--- src/rtl/param_computer.sv ---
// param_computer: parametrised A/B register machine with fetch/execute FSM, stack and handshaked I/O
// Ports: osc_clock/reset (async, active-low); start, prog_we/prog_addr/prog_data and
// dmem_we/dmem_wdata form the host programming port; in_* and out_* are valid/ready
// streams; busy/halted/fault/fault_code/ip_dbg report status.
module param_computer #(
  parameter int DW = 8,
  parameter int AW = 4,
  parameter int SDEPTH = 4
) (
  input  logic          osc_clock,
  input  logic          reset,
  input  logic          start,
  input  logic          prog_we,
  input  logic [AW-1:0] prog_addr,
  input  logic [AW+4:0] prog_data,
  input  logic          dmem_we,
  input  logic [DW-1:0] dmem_wdata,
  input  logic [DW-1:0] in_data,
  input  logic          in_valid,
  output logic          in_ready,
  output logic [DW-1:0] out_data,
  output logic          out_valid,
  input  logic          out_ready,
  output logic          busy,
  output logic          halted,
  output logic          fault,
  output logic [1:0]    fault_code,
  output logic [AW-1:0] ip_dbg
);
  localparam int SPW = $clog2(SDEPTH + 1);
  localparam int SIW = SDEPTH > 1 ? $clog2(SDEPTH) : 1;
  typedef enum logic [2:0] {IDLE, FETCH, EXEC, WAIT_IN, WAIT_OUT, HALT, FAULT} state_t;
  state_t state;
  logic [AW+4:0] pmem [2**AW];
  logic [DW-1:0] dmem [2**AW];
  logic [DW-1:0] stk [SDEPTH];
  logic [AW+4:0] ir;
  logic [AW-1:0] ip, opnd;
  logic [DW-1:0] a, b, opx, mval, top, sum, dif, inc, rcl;
  logic [SPW-1:0] sp, spm1;
  logic [4:0] op;
  logic zf, cf, sum_c, inc_c, full, empty;
  always_comb begin
    op = ir[AW+4:AW];
    opnd = ir[AW-1:0];
    opx = DW'(opnd);
    mval = dmem[opnd];
    spm1 = sp - 1'b1;
    top = stk[spm1[SIW-1:0]];
    {sum_c, sum} = {1'b0, a} + {1'b0, b};
    {inc_c, inc} = {1'b0, a} + 1'b1;
    dif = a - b;
    rcl = DW'({b, cf});
    full = sp == SPW'(SDEPTH);
    empty = sp == '0;
    busy = state inside {FETCH, EXEC, WAIT_IN, WAIT_OUT};
    halted = state == HALT;
    fault = state == FAULT;
    ip_dbg = ip;
  end
  // Memories carry no reset; core-side writes are gated by reset so an abort never commits.
  always_ff @(posedge osc_clock) begin
    if (!busy && prog_we) pmem[prog_addr] <= prog_data;
    if (!busy && dmem_we) dmem[prog_addr] <= dmem_wdata;
    else if (reset && state == EXEC && op == 5'h10) dmem[opnd] <= a;
    if (reset && state == EXEC && !full && (op == 5'h09 || op == 5'h0C))
      stk[sp[SIW-1:0]] <= op == 5'h09 ? b : DW'(ip);
  end
  always_ff @(posedge osc_clock or negedge reset) begin
    if (!reset) begin
      state <= IDLE;
      ip <= '0;
      sp <= '0;
      a <= '0;
      b <= '0;
      zf <= 1'b0;
      cf <= 1'b0;
      ir <= '0;
      out_data <= '0;
      out_valid <= 1'b0;
      in_ready <= 1'b0;
      fault_code <= 2'd0;
    end else begin
      case (state)
        FETCH: begin
          ir <= pmem[ip];
          ip <= ip + 1'b1;
          state <= EXEC;
        end
        EXEC: begin
          state <= FETCH;
          case (op)
            5'h00: begin {cf, a} <= {sum_c, sum}; zf <= sum == '0; end
            5'h01: begin a <= dif; cf <= a < b; zf <= dif == '0; end
            5'h02: begin a <= b; b <= a; zf <= a == '0; end
            5'h03: begin in_ready <= 1'b1; state <= WAIT_IN; end
            5'h04: begin out_data <= a; out_valid <= 1'b1; state <= WAIT_OUT; end
            5'h05: begin {cf, a} <= {inc_c, inc}; zf <= inc == '0; end
            5'h06: begin a <= mval; zf <= mval == '0; end
            5'h07: begin a <= opx; zf <= opnd == '0; end
            5'h08: if (zf) ip <= opnd;
            5'h09: if (full) begin state <= FAULT; fault_code <= 2'd1; end else sp <= sp + 1'b1;
            5'h0A: if (empty) begin state <= FAULT; fault_code <= 2'd2; end
                   else begin b <= top; sp <= spm1; zf <= top == '0; end
            5'h0B: begin cf <= b[DW-1]; b <= rcl; zf <= rcl == '0; end
            5'h0C: if (full) begin state <= FAULT; fault_code <= 2'd1; end
                   else begin sp <= sp + 1'b1; ip <= opnd; end
            5'h0D: if (empty) begin state <= FAULT; fault_code <= 2'd2; end
                   else begin ip <= top[AW-1:0]; sp <= spm1; end
            5'h0E: begin a <= a & mval; zf <= (a & mval) == '0; end
            5'h0F: state <= HALT;
            5'h10, 5'h13: ;
            5'h11: if (cf) ip <= opnd;
            5'h12: ip <= opnd;
            default: begin state <= FAULT; fault_code <= 2'd3; end
          endcase
        end
        WAIT_IN: if (in_valid) begin
          a <= in_data;
          zf <= in_data == '0;
          in_ready <= 1'b0;
          state <= FETCH;
        end
        WAIT_OUT: if (out_ready) begin
          out_valid <= 1'b0;
          state <= FETCH;
        end
        default: if (start) begin
          ip <= '0;
          sp <= '0;
          a <= '0;
          b <= '0;
          zf <= 1'b0;
          cf <= 1'b0;
          fault_code <= 2'd0;
          state <= FETCH;
        end
      endcase
    end
  end
endmodule

--- config.mk ---
export PLATFORM = sky130hd
export DESIGN_NAME = param_computer
export DESIGN_NICKNAME = d
export VERILOG_FILES = /design/src/rtl/param_computer.sv
export SDC_FILE = /design/constraint.sdc
export NUM_CORES = 1
export LEC_CHECK = 0
export ABC_CLOCK_PERIOD_IN_PS = 6200
export BUFFER_PORTS_ARGS = -buffer_cell sky130_fd_sc_hd__clkbuf_2
export CAP_MARGIN = 15
export CORE_MARGIN = 2
export CORE_UTILIZATION = 30
export DETAILED_ROUTE_END_ITERATION = 16
export MAX_ROUTING_LAYER = met4
export PLACE_DENSITY_LB_ADDON = 0.1
export SYNTH_ARGS = -nofsm -noshare
export SYNTH_HDL_FRONTEND = slang
export SYNTH_SLANG_ARGS = --single-unit
--- constraint.sdc ---
create_clock -name osc_clock -period 6.2 [get_ports osc_clock]
set_input_delay 0 -clock osc_clock [delete_from_list [all_inputs] [get_ports osc_clock]]
set_output_delay 0 -clock osc_clock [all_outputs]
set_load 0.05 [all_outputs]
==> flow_summary.ini <==
[critical_path]
critPathMaxStageDelay_ps = 810
cp_num_buf_inv = 1
required_ps = 6680
cp_cell_sequence = buf_4 > mux4_1 > mux2_2 > nor2b_1 > a221oi_1 > and4_1 > a31oi_1 > and3_1 > o31ai_2
cp-end-kind = flop
crit_type = flop to flop
ff2ff_setup_slack_ps = 2600
arrival_ps = 4080
crit_slowest_cell = dfrtp_2
start_kind = flop
crit_fanout = 29
crit_family = multiplexers

[placement]
gp_congestion = 0.8259
dp.cells = 1835
portBuffers = 54
pre_cts_ws_ps = 2556
hpwl_um = 31710

[power_and_ir_drop]
leakagePower_nw = 6.369
pwr-share-comb_pct = 34.3
p_clk_share_pct = 27.7
swShare_pct = 38.49
power_density_nw_per_um2 = 461.4
p_seq_share_pct = 38.0
p_int_mw = 5.354
ir_drop_v = 0.0002208
net-switching-power_mw = 3.350
power_mw = 8.704

[synth]
avgSynthCellArea_um2 = 14.30
yosys-top-cells-area = edfxtp_1 56%, mux4_2 9.0%, dfrtp_1 7.5%
synth_top_area_share_pct = 56.14
ys_types = 69
synth-seq-area-share_pct = 63.69
synth_edf_count = 304
ys_ff_latch = 353
synth_nets = 1201
synth_ff_type = edfxtp_1
syn_area_um2 = 16260
syn_inst = 1137
async_flop_share_pct = 13.88
post-synth-top-area-cell = edfxtp_1
ys_warn_count = 0

[detailed_routing]
drtIter0Drc = 792
vias = 9965
firstDrtPassIters = 5
drt_wl_total_um = 45960
drc_errors = 0
wl_per_cell_um = 23.69
viasPerCell = 5.137
ant_nets = 0

[clocking]
clkLatencyLatePin_ps = 580
cts_tree = done
cts.sinks = 353
cts_buffer_depth = 3
h-tree-depth = 2
numCtsBuffers = 42
clk_pin_slew_ps = 60
cts_setup_buffers = 0
root_buffer = clkbuf_16

[cells_and_area]
final_common_cell = edfxtp_1
fin_cells = 1940
area_delta_synth_final_pct = 16.04
final_core_util_pct = 35.13
drive_gt1_share_pct = 17.57
final_cell_mix = 304 x edfxtp_1, 112 x nand2_1, 82 x nor2_1
multi_input_area_um2 = 5539
seqCellArea_um2 = 10360
fin_nets = 1275
fill_cells = 5162

[grt]
grt_pass1_wl_um = 68830
grt_pass1_vias = 10080
antenna_found_initial = 3
grt-ovfl-total = 0
grt_max_degree = 50
gr-usage-all-layers_pct = 17.08

[sta]
setup_tns_ps = 0
layout_min_cycle_time_ps = 3597
drv_slew = 0
worst_slew_pin_slew_ps = 1095
hold_violations = 0
max-slew-margin-rel_pct = 26.76
fin_crit_sh_pct = 58.02
clock_skew_ps = 31.50
rsz0062_at_grt = no
setup-violations-final = 0
worst_slack_ps = 2603
clock.fmax_ghz = 0.2780

[die]
die_y_um = 236.8
pin_count = 55
rows = 85
die_w_um = 236.8
core_area_um2 = 53710
dieArea_um2 = 56080
initial_core_util_pct = 30.27

[min_path]
min_path_type = input pin to flop

[outcome]
status = complete, no violations

[job]
cap_violations = 0
[timing repair]
action | CTS | global route
hold buffers | 23 | 2
endpoints found under the hold margin | 224 | 4
resized for setup | 0 | 0
[flip-flops by register name, summed over array words and instances (netlist names), 2 cells and up]
register	cells
a	8
b	8
dmem	128
fault_code	2
ip_dbg	4
ir	9
out_data	8
pmem	144
sp	3
state	3
stk	32
[power groups by stage]
| stage | clock network, mW | logic, mW | registers [mW] |
|---|---|---|---|
| 6_report | 2.41 | 2.98 | 3.31 |
| 5_1_grt | 2.57 | 3.26 | 3.36 |
| 4_1_cts | 2.47 | 2.97 | 3.32 |
| 3_5_place_dp | 0 | 2.94 | 3.37 |
| 3_3_place_gp | 0 | 2.96 | 3.37 |
| 2_1_floorplan | 0 | 2.20 | 3.07 |
[worst paths after layout]
path / from / end / cells after the start
min in group asynchronous: reset / ir[0] / 3
max in group asynchronous: reset / ip_dbg[1] / 3
min reg2reg: out_data[1] / out_data[1] / 2
max: ir[0] / zf / 9
min: prog_addr[1] / pmem[0][0] / 2
max reg2reg: ir[0] / zf / 9
[metrics by stage]
stage / area (um2) / hold slack (ps)
6_report: 18870 / 29.62
5_1_grt: 18870 / 46.63
4_1_cts: 18820 / 17.39
3_5_place_dp: 17240 / 297.3
3_3_place_gp: 17240 / 301.0
2_1_floorplan: 16260 / -295.6
[cells in the mapped netlist, types with 9 or more instances]
library cell / n
and2_1: 12
mux2_2: 13
nor2_1: 82
nor3_1: 20
nand3_1: 19
a31oi_1: 13
inv_1: 30
a21oi_1: 62
edfxtp_1: 304
mux4_1: 10
o21ai_0: 50
mux2i_1: 27
dfrtp_1: 49
a22oi_1: 16
xor2_1: 9
nand2_1: 112
nand2b_1: 10
ha_1: 26
and3_1: 12
mux4_2: 65
clkbuf_1: 44
nor2b_1: 11
xnor2_1: 14
[routing by layer]
| metal | global-route usage, % | part of all wire [%] | vias up |
|---|---|---|---|
| li1 | - | - | 4568 |
| met1 | 23.56 | 47 | 5079 |
| met2 | 25.91 | 46 | 251 |
| met3 | 2.786 | 4.6 | 67 |
| met4 | 5.293 | 2.3 | 0 |
| met5 | - | 0 | - |
[layout make-up]
type | count | share of cell area [%]
Antenna cell | 3 | 0.03979
Clock buffer | 51 | 5.803
Clock inverter | 23 | 1.346
Inverter | 31 | 0.6168
Multi-Input combinational cell | 690 | 29.36
Sequential cell | 353 | 54.90
Tap cell | 696 | 4.616
Timing Repair Buffer | 93 | 3.316
[kinds of logic after synthesis]
kind of cell,synth area share (%)
xor gates and xnor gates,1.239
muxes,13.18
AOI/OAI and AO/OA,8.273
buffers and inverters,2.401
DFF,63.69
and+or+nand+nor,8.973
adders and majority gates,2.247
No activity file was read; power rests on OpenSTA's default activity.
